`src/rtl/conversor_tempo_bcd_pkg.sv`:
```
// Shared types and constants for the elapsed-time to BCD converter and its
// 7-segment display scanner.
package conversor_tempo_pkg;

    typedef enum logic [1:0] {
        OCIOSO     = 2'd0,
        DESLOCANDO = 2'd1,
        CONCLUIDO  = 2'd2
    } estado_t;

    // One shift per bit of the 12-bit binary input
    localparam int N_ITER = 12;

    // Segment codes, {g,f,e,d,c,b,a}, active-low
    localparam logic [6:0] SEG_0     = 7'b1000000;
    localparam logic [6:0] SEG_1     = 7'b1111001;
    localparam logic [6:0] SEG_2     = 7'b0100100;
    localparam logic [6:0] SEG_3     = 7'b0110000;
    localparam logic [6:0] SEG_4     = 7'b0011001;
    localparam logic [6:0] SEG_5     = 7'b0010010;
    localparam logic [6:0] SEG_6     = 7'b0000010;
    localparam logic [6:0] SEG_7     = 7'b1111000;
    localparam logic [6:0] SEG_8     = 7'b0000000;
    localparam logic [6:0] SEG_9     = 7'b0010000;
    localparam logic [6:0] SEG_APAGA = 7'b1111111;

    // Double-dabble correction: any nibble >= 5 gets +3 before the shift
    function automatic logic [15:0] ajusta_bcd(input logic [15:0] v);
        logic [15:0] r;
        r = v;
        for (int k = 0; k < 4; k++) begin
            if (v[4*k +: 4] >= 4'd5)
                r[4*k +: 4] = v[4*k +: 4] + 4'd3;
        end
        return r;
    endfunction

endpackage

```
`src/rtl/conversor_tempo_bcd_7seg.sv`:
```
// Combinational BCD digit to active-low 7-segment decoder with blanking.
module decodificador_7seg
    import conversor_tempo_pkg::*;
(
    input  logic [3:0] i_digito,
    input  logic       i_apaga,
    output logic [6:0] o_seg
);

    always_comb begin
        o_seg = SEG_APAGA;
        if (!i_apaga) begin
            case (i_digito)
                4'd0:    o_seg = SEG_0;
                4'd1:    o_seg = SEG_1;
                4'd2:    o_seg = SEG_2;
                4'd3:    o_seg = SEG_3;
                4'd4:    o_seg = SEG_4;
                4'd5:    o_seg = SEG_5;
                4'd6:    o_seg = SEG_6;
                4'd7:    o_seg = SEG_7;
                4'd8:    o_seg = SEG_8;
                4'd9:    o_seg = SEG_9;
                default: o_seg = SEG_APAGA;
            endcase
        end
    end

endmodule

```
`src/rtl/conversor_tempo_bcd.sv`:
```
// Converts a 12-bit millisecond count to 4 BCD digits (sequential double-dabble)
// and drives a multiplexed, leading-zero-blanked 4-digit 7-segment display.
module conversor_tempo_bcd
    import conversor_tempo_pkg::*;
#(
    parameter int DIV_VARREDURA = 50000
) (
    input  logic        clock,
    input  logic        reset,
    input  logic [11:0] tempo,
    output logic [15:0] bcd,
    output logic        pronto,
    output logic        ocupado,
    output logic [3:0]  anodo,
    output logic [6:0]  seg
);

    localparam int CW = (DIV_VARREDURA > 1) ? $clog2(DIV_VARREDURA) : 1;

    estado_t       r_estado, w_prox;
    logic          w_carrega, w_desloca, w_conclui, w_ocupado;
    logic [11:0]   r_ultimo;
    logic [11:0]   r_bin;
    logic [15:0]   r_bcd_work;
    logic [3:0]    r_iter;
    logic [15:0]   r_bcd;
    logic          r_pronto;
    logic [15:0]   w_ajustado;
    logic [27:0]   w_deslocado;
    logic [CW-1:0] r_scan;
    logic [1:0]    r_digito;
    logic [3:0]    w_nibble;
    logic          w_apaga;

    always_ff @(posedge clock or negedge reset) begin
        if (!reset) r_estado <= OCIOSO;
        else        r_estado <= w_prox;
    end

    // tempo is only looked at in OCIOSO, so mid-conversion changes wait
    // for the next comparison against r_ultimo
    always_comb begin
        w_prox    = r_estado;
        w_carrega = 1'b0;
        w_desloca = 1'b0;
        w_conclui = 1'b0;
        w_ocupado = 1'b0;
        case (r_estado)
            OCIOSO: begin
                if (tempo != r_ultimo) begin
                    w_carrega = 1'b1;
                    w_prox    = DESLOCANDO;
                end
            end
            DESLOCANDO: begin
                w_desloca = 1'b1;
                w_ocupado = 1'b1;
                if (r_iter == 4'(N_ITER - 1)) w_prox = CONCLUIDO;
            end
            CONCLUIDO: begin
                w_conclui = 1'b1;
                w_ocupado = 1'b1;
                w_prox    = OCIOSO;
            end
            default: w_prox = OCIOSO;
        endcase
    end

    assign w_ajustado  = ajusta_bcd(r_bcd_work);
    assign w_deslocado = {w_ajustado[14:0], r_bin, 1'b0};

    always_ff @(posedge clock or negedge reset) begin
        if (!reset) begin
            r_ultimo   <= '0;
            r_bin      <= '0;
            r_bcd_work <= '0;
            r_iter     <= '0;
            r_bcd      <= '0;
            r_pronto   <= 1'b0;
        end else begin
            r_pronto <= w_conclui;
            if (w_carrega) begin
                r_bin      <= tempo;
                r_ultimo   <= tempo;
                r_bcd_work <= '0;
                r_iter     <= '0;
            end else if (w_desloca) begin
                {r_bcd_work, r_bin} <= w_deslocado;
                r_iter              <= r_iter + 4'd1;
            end
            if (w_conclui) r_bcd <= r_bcd_work;
        end
    end

    // Display scan runs freely; it never restarts on a new result
    always_ff @(posedge clock or negedge reset) begin
        if (!reset) begin
            r_scan   <= '0;
            r_digito <= '0;
        end else if (r_scan == CW'(DIV_VARREDURA - 1)) begin
            r_scan   <= '0;
            r_digito <= r_digito + 2'd1;
        end else begin
            r_scan <= r_scan + 1'b1;
        end
    end

    always_comb begin
        w_nibble = r_bcd[3:0];
        w_apaga  = 1'b0;
        case (r_digito)
            2'd0: begin w_nibble = r_bcd[3:0];   w_apaga = 1'b0;                 end
            2'd1: begin w_nibble = r_bcd[7:4];   w_apaga = (r_bcd[15:4] == '0);  end
            2'd2: begin w_nibble = r_bcd[11:8];  w_apaga = (r_bcd[15:8] == '0);  end
            default: begin w_nibble = r_bcd[15:12]; w_apaga = (r_bcd[15:12] == '0); end
        endcase
    end

    decodificador_7seg u_dec (
        .i_digito (w_nibble),
        .i_apaga  (w_apaga),
        .o_seg    (seg)
    );

    assign anodo   = ~(4'b0001 << r_digito);
    assign bcd     = r_bcd;
    assign pronto  = r_pronto;
    assign ocupado = w_ocupado;

endmodule

```
`config.mk`:
```
export PLATFORM = sky130hd
export DESIGN_NAME = conversor_tempo_bcd
export DESIGN_NICKNAME = d
export VERILOG_FILES = /design/src/rtl/conversor_tempo_bcd_pkg.sv /design/src/rtl/conversor_tempo_bcd_7seg.sv /design/src/rtl/conversor_tempo_bcd.sv
export SDC_FILE = /design/constraint.sdc
export NUM_CORES = 1
export LEC_CHECK = 0
export ABC_AREA = 1
export ABC_CLOCK_PERIOD_IN_PS = 1900
export BUFFER_PORTS_ARGS = -buffer_cell sky130_fd_sc_hd__buf_2
export CAP_MARGIN = 30
export CORE_UTILIZATION = 45
export CTS_BUF_LIST = sky130_fd_sc_hd__clkbuf_8
export DETAILED_ROUTE_END_ITERATION = 7
export PLACE_DENSITY_LB_ADDON = 0.15
export SLEW_MARGIN = 20
export SYNTH_ARGS = -nofsm -noshare
export SYNTH_HDL_FRONTEND = slang
export SYNTH_HIERARCHICAL = 1
export SYNTH_SLANG_ARGS = --single-unit
```
`constraint.sdc`:
```
create_clock -name clock -period 1.9 [get_ports clock]
set_input_delay 0 -clock clock [delete_from_list [all_inputs] [get_ports clock]]
set_output_delay 0 -clock clock [all_outputs]
set_load 0.02 [all_outputs]
```
==> results of run 1 <==
==> power by group through the flow <==
stage,Combinational [W],Sequential (W),Clock (W)
after floorplan,0.00223,0.00262,0
after CTS,0.00342,0.00254,0.00139
after global routing,0.00417,0.00260,0.00146
after global placement,0.00312,0.00254,0
final,0.00372,0.00254,0.00135
after detailed placement,0.00319,0.00255,0
==> worst paths after layout <==
check                      slack [ns]                   endpoint  cells after the start
setup / recovery                -0.29                     seg[4]                     12
hold / removal                   0.15        bcd[15]$_DFFE_PN0P_                      2
setup reg to reg                 0.29  r_bcd_work[6]$_DFFE_PN0P_                      7
hold reg to reg                  0.47        r_scan[0]$_DFF_PN0_                      1
max in group asynchronous        1.12    r_digito[1]$_DFFE_PN0N_                      3
min in group clock               0.46       r_bin[0]$_DFFE_PN0P_                      4
==> per-layer routing <==
| metal | global-route usage [%] | up-vias | part of all wire, % |
|---|---|---|---|
| met1 | 26.98 | 1799 | 48 |
| met2 | 33.54 | 62 | 47 |
| met5 | 0 | - | 0 |
| met4 | 5.714 | 0 | 1.3 |
| met3 | 4.136 | 11 | 3.6 |
| li1 | - | 1995 | - |
==> layout by cell type, fill, tap and decap left out, drive strengths merged <==
| master | synthesis | final |
|---|---|---|
| clkinv | 1 | 2 |
| a22oi | 3 | 3 |
| nor2 | 53 | 53 |
| a21oi | 31 | 31 |
| xnor2 | 6 | 6 |
| dfrtp | 81 | 81 |
| xor2 | 10 | 10 |
| nor3 | 10 | 10 |
| a221oi | 4 | 4 |
| or2 | 2 | 2 |
| clkinvlp | 0 | 1 |
| nor4 | 3 | 3 |
| o21ai | 38 | 38 |
| bufinv | 0 | 2 |
| nand4 | 6 | 6 |
| nand3 | 63 | 63 |
| nand2 | 136 | 136 |
| o22ai | 1 | 1 |
| ha | 24 | 24 |
| dlygate4sd3 | 0 | 13 |
| clkbuf | 6 | 9 |
| inv | 95 | 96 |
| buf | 10 | 67 |
==> sequential cells by signal (all words and copies together), names as in the netlist <==
| signal | flops |
|---|---|
| r_scan | 16 |
| pronto | 1 |
| r_ultimo | 12 |
| r_estado | 2 |
| r_digito | 2 |
| r_bin | 12 |
| r_bcd_work | 16 |
| r_iter | 4 |
| bcd | 16 |
==> repair_timing <==
action | 4_1_cts | 5_1_grt
gates resized for setup | 29 | 38
hold buffers | 13 | 0
endpoints found under the setup margin | 7 | 7
buffers inserted | 6 | 2
pin swaps | 6 | 13
endpoints found under the hold margin | 61 | 0
==> cells by family after synthesis <==
logic type,Yosys count
simple gates,273
buf+inv,112
flops,81
compound gates,77
fa+ha+maj,24
xor+xnor,16
==> worst register-to-register path, delay by kind of cell (launching register included) <==
family                   cells  cell delay (ns)
adder cells (fa/ha/maj)      1             0.22
buffers and inverters        1             0.10
AND/OR/NAND/NOR              3             0.52
AO/OA/AOI/OAI                2             0.23
flip-flops                   1             0.43
==> per-stage QoR <==
| stage | hold slack [ns] | setup TNS (ns) | utilization (%) | instances | power, W |
|---|---|---|---|---|---|
| 2_1_floorplan | -0.2956 | 0 | - | 583 | 0.004849 |
| 3_3_place_gp | 0.008673 | 0 | 51.09 | 759 | 0.005663 |
| 3_5_place_dp | 0.005527 | -0.1447 | 51.09 | 759 | 0.005741 |
| 4_1_cts | 0.1599 | -1.756 | 55.99 | 792 | 0.007349 |
| 5_1_grt | 0.2031 | -2.746 | 57.62 | 794 | 0.008232 |
| 6_report | 0.1489 | -1.908 | 57.62 | 794 | 0.007610 |
==> final cells by class <==
cell class	count	area share (%)
clock buffers	9	2.200
clock inverters	5	1.444
inverters	96	6.532
flip-flops and latches	81	36.04
repair buffers	80	10.55
multi-input cells	390	40.28
well taps	133	2.955
==> results.cfg, run 1 <==
[pwr]
p_sw_w = 0.003247
combinationalPowerShare_pct = 48.9
p_seq_share_pct = 33.4
sw_frac_of_total_pct = 42.67
internal_power_w = 0.004363
power.ir.vdd_worst_mv = 0.7493
leakagePower_nw = 2.817
power_density_mw_per_mm2 = 1351
clock_power_share_pct = 17.7

[layout]
finalInstanceArea_mm2 = 0.005632
area_growth_syn_to_layout_pct = 23.59
regArea_mm2 = 0.002029
layout.filler_cells = 928
area_used_by_multi_input_combinational_logic_mm2 = 0.002268
insertedDiodeCount = 0
layout-drive-gt1-share_pct = 22.69
design.final.nets = 696

[floorplan]
floorplan.rows = 36
dieArea_mm2 = 0.01053
die-width_um = 102.6
core_area_mm2 = 0.009774
io_pins = 43
die_y_um = 102.6
floorplan.initialDensity_pct = 46.62

[setup_path]
regToRegStartpoint = r_bcd_work[4]$_DFFE_PN0P_
worst_path_largest_cell_delay_ns = 0.44
cp_data_arrival_time_ns = 2.19
critical_path_slowest_stage_cell = sky130_fd_sc_hd__dfrtp_2
crit_path_most_repeated_cell = sky130_fd_sc_hd__ha_4
critPathMaxFanout = 5
setup.worst_path.start_class = flip-flop
timing.critical_path.max_delay_family = buffers and inverters
end_kind = output pin
worst-path-buf-inv = 4
timing.critical_path.from = r_digito[1]$_DFFE_PN0N_
critical_path_class = flip-flop to output pin
worst-endpoint-required_ns = 1.90
cp_cell_sequence = buf_6, ha_4, inv_4, o21ai_2, a221oi_2, a21oi_2, inv_2, ha_4, nand2_2, a21oi_1, nand2_1, buf_4

[sta]
maxSlewViolCount = 0
relSlewSlack_pct = 66.48
fmax_mhz = 456.2
final_critical_path_setup_slack_ns = -0.2921
final-hold-violation-count = 0
finalCritPeriodShare_pct = 115.4
worst_clock_skew_ns = 0.01128
setup_repair_after_global_routing_missed_its_margin = yes
worst_slew_pin_slew_ns = 0.5028
minimum_period_implied_by_the_final_worst_setup_slack_ns = 2.192
setup_viol_count_final = 7

[detailed_routing]
drt-wirelength-per-cell_um = 12.55
drt-initial-drc-count = 116
vias_per_cell = 4.870
first_pass_iters = 4
final_antenna_net_count = 0
routed_wl_um = 9961
via_count = 3867
route.detailed.drc = 0

[global_route]
first_global_vias = 3769
grt_pass1_wl_um = 16740
grt_antenna_before_repair = 0
grt.overflow.total = 0
largest_net_degree_at_the_start_of_global_routing = 45
groute.usage.overall_pct = 20.28

[synth]
ys_async_sr_fraction_pct = 100.0
most_area_hungry_cell_type_in_the_yosys_netlist = sky130_fd_sc_hd__dfrtp_1
yosysMostFrequentCell = sky130_fd_sc_hd__nand2_1
netlist-cell-type-count = 33
synth_enable_flop_cells = 0
post_synth.cell_area_avg_um2 = 7.816
dominant_combinational_cell_family_by_area_after_synthesis = simple AND/OR/NAND/NOR gates
synth-simple-area-share_pct = 26.30
synth-adder-area-share_pct = 6.590
yosys_register_bits = 81
syn_inst = 583
yosysWarningCount = 6
synth.mux.area_fraction_pct = 0
yosysSeqAreaShare_pct = 44.48
post-synth-top-area-fraction_pct = 44.48
synth_area_mm2 = 0.004557
synth_xor_xnor_area_share_pct = 3.075
synth_top_cells_by_count = sky130_fd_sc_hd__nand2_1, sky130_fd_sc_hd__inv_1, sky130_fd_sc_hd__dfrtp_1
synth_flop_cell = sky130_fd_sc_hd__dfrtp_1
postSynthNetCount = 621
netlist_top_cells_area = sky130_fd_sc_hd__dfrtp_1, sky130_fd_sc_hd__nand2_1, sky130_fd_sc_hd__inv_1
synth_compound_area_share_pct = 9.638

[clock_tree]
insertion_delay_ns = 0.35
root_buffer = sky130_fd_sc_hd__clkbuf_8
worst_setup_hold_path_clk_slew_ns = 0.08
cts-root-to-sink-buffers = 2
cts_tree = built
cts_htree_levels = 3
numCtsBuffers = 9
cts_num_sinks = 81

[place]
place_worst_setup_slack_ns = -0.07443
buffer_ports.inserted = 42
postPlaceCellArea_mm2 = 0.004994
finalWeightedCongestion = 0.8346
dp_hpwl_um = 6922

[run_status]
failing_checks = setup timing
status = complete, but fails checks

[job]
max_cap_violations = 0

[min_path]
hold_class = input port to async pin
No activity file was read; power rests on OpenSTA's default activity.
==> run 2: changes to the inputs <==
- CORE_MARGIN: not set -> 1.5
- CORE_UTILIZATION: 45 -> 56
==> run 2 against run 1 <==
  * The run still ends with setup timing left
  * Cell count shrank 4.4%
  * Via count grew 2.4%
  * Combinational power shrank 4%
  * Routed wire length shrank 0.78%
  * Worst setup slack gained 0.0042 ns
==> results.cfg, run 2 (synthesis gave the netlist of run 1 again) <==
[min_path]
hold_class = input port to async pin

[pwr]
leakagePower_nw = 2.782
power.ir.vdd_worst_mv = 0.9062
power_density_mw_per_mm2 = 1361
power_w = 0.007466

[sta]
relSlewSlack_pct = 64.18
final_critical_path_setup_slack_ns = -0.2879
fmax_mhz = 457.1
worst_clock_skew_ns = 0.01085
maxSlewViolCount = 0
totalNegativeSetupSlack_ns = -1.924
minimum_period_implied_by_the_final_worst_setup_slack_ns = 2.188
finalCritPeriodShare_pct = 115.2
final-hold-violation-count = 0
worst_slew_pin_slew_ns = 0.5373
setup_viol_count_final = 7
setup_repair_after_global_routing_missed_its_margin = yes

[layout]
area_growth_syn_to_layout_pct = 20.40
design.final.nets = 691
insertedDiodeCount = 0
non_filler_cells_in_the_finished_layout = 759
layout.cells.most_common_list = sky130_fd_sc_hd__nand2_1, sky130_fd_sc_hd__inv_1, sky130_fd_sc_hd__dfrtp_1
layout-drive-gt1-share_pct = 20.70
finalInstanceArea_mm2 = 0.005487
mostFrequentLayoutCell = sky130_fd_sc_hd__nand2_1

[clock_tree]
cts-root-to-sink-buffers = 2
numCtsBuffers = 9
root_buffer = sky130_fd_sc_hd__clkbuf_8
cts_htree_levels = 3
insertion_delay_ns = 0.35
cts_num_sinks = 81
cts_tree = built
worst_setup_hold_path_clk_slew_ns = 0.08

[floorplan]
floorplan.initialDensity_pct = 58.37
core_area_mm2 = 0.007807
dieArea_mm2 = 0.008687
die-width_um = 93.21
floorplan.rows = 32
io_pins = 43
die_y_um = 93.21

[detailed_routing]
vias_per_cell = 5.219
routed_wl_um = 9883
drt-wirelength-per-cell_um = 13.02
final_antenna_net_count = 0
route.detailed.drc = 0
drt-initial-drc-count = 230
wirelength_met1_um = 4674
top_layer_used = met4
first_pass_iters = 5
via_count = 3961
met2WireLength_um = 4751
met3RoutedLength_um = 293

[global_route]
groute.usage.overall_pct = 24.43
grt_antenna_before_repair = 0
grt_pass1_wl_um = 16860
grt.overflow.total = 0
first_global_vias = 3747
largest_net_degree_at_the_start_of_global_routing = 43

[place]
postPlaceCellArea_mm2 = 0.004932
buffer_ports.inserted = 42
place_worst_setup_slack_ns = -0.04587
placed_cells = 725
finalWeightedCongestion = 0.8374
dp_hpwl_um = 6751

[setup_path]
setup.worst_path.start_class = flip-flop
end_kind = output pin
cp_data_arrival_time_ns = 2.19
regToRegSetupSlack_ns = 0.17
critical_path_class = flip-flop to output pin
worst-endpoint-required_ns = 1.90
critPathMaxFanout = 6

[job]
max_cap_violations = 0

[run_status]
failing_checks = setup timing
status = complete, but fails checks
==> run 2: changes by cell type in the layout (fill, tap and decap cells not counted), moves of 2 or more <==
| cell | delta |
|---|---|
| sky130_fd_sc_hd__buf_4 | -5 |
| sky130_fd_sc_hd__ha_4 | -3 |
| sky130_fd_sc_hd__dfrtp_1 | +2 |
| sky130_fd_sc_hd__nand3_2 | -2 |
| sky130_fd_sc_hd__nand3_1 | +2 |
| sky130_fd_sc_hd__nand2_2 | -2 |
| sky130_fd_sc_hd__ha_2 | +3 |
| sky130_fd_sc_hd__nand2_1 | +3 |
| sky130_fd_sc_hd__dfrtp_2 | -2 |
==> run 2: per-stage QoR <==
stage | hold WS (ns) | util (%)
floorplan | -0.2956 | -
global placement | 0.01275 | 63.17
detailed placement | 0.01651 | 63.17
CTS | 0.1859 | 69.52
global route | 0.2230 | 70.27
finish | 0.1661 | 70.27
==> run 2: area by class of cell <==
class | instances | area (um^2)
Fill cell | 620 | 2321
Multi-Input combinational cell | 390 | 2207
Sequential cell | 81 | 2027
Timing Repair Buffer | 75 | 550.5
Inverter | 96 | 365.4
Tap cell | 102 | 127.6
Clock buffer | 9 | 123.9
Clock inverter | 6 | 85.08
==> run 2: critical path: stages, from the launching register on <==
cell,delay [ns]
sky130_fd_sc_hd__dfrtp_1,0.44
sky130_fd_sc_hd__buf_6,0.13
sky130_fd_sc_hd__ha_4,0.14
sky130_fd_sc_hd__inv_4,0.04
sky130_fd_sc_hd__o21ai_0,0.21
sky130_fd_sc_hd__a221oi_1,0.08
sky130_fd_sc_hd__a21oi_1,0.26
sky130_fd_sc_hd__inv_2,0.08
sky130_fd_sc_hd__buf_4,0.17
sky130_fd_sc_hd__nand3_1,0.09
sky130_fd_sc_hd__nand2_1,0.05
sky130_fd_sc_hd__buf_2,0.16
==> run 2: metal layers <==
metal,global-route usage (%),up-vias
met2,41.00,95
li1,-,1983
met1,32.66,1867
met5,0,-
met3,3.171,16
met4,8.333,0
==> run 2: path summary, 6_finish.rpt <==
path | start | endpoint | cells after the start
setup / recovery | r_digito[1]$_DFFE_PN0N_ | seg[2] | 11
hold / removal | reset | bcd[15]$_DFFE_PN0P_ | 2
setup reg to reg | r_ultimo[2]$_DFFE_PN0P_ | r_ultimo[7]$_DFFE_PN0P_ | 7
hold reg to reg | r_scan[0]$_DFF_PN0_ | r_scan[0]$_DFF_PN0_ | 1
max in group asynchronous | reset | r_bcd_work[14]$_DFFE_PN0P_ | 3
min in group clock | tempo[0] | r_bin[0]$_DFFE_PN0P_ | 4
==> run 2: power by group <==
part	internal, W	switching (W)	total (W)
clock	0.000729	0.000621	0.00135
combinational	0.00134	0.00222	0.00356
sequential	0.00219	0.000362	0.00256
total	0.00427	0.00320	0.00747
==> run 2: timing repair <==
| item | 4_1_cts | 5_1_grt |
|---|---|---|
| cloned | 0 | 0 |
| pin swaps | 12 | 5 |
| endpoints found under the hold margin | 62 | 0 |
| hold buffers | 13 | 0 |
| buffers inserted | 6 | 0 |
| resized for setup | 36 | 15 |
| endpoints found under the setup margin | 7 | 7 |
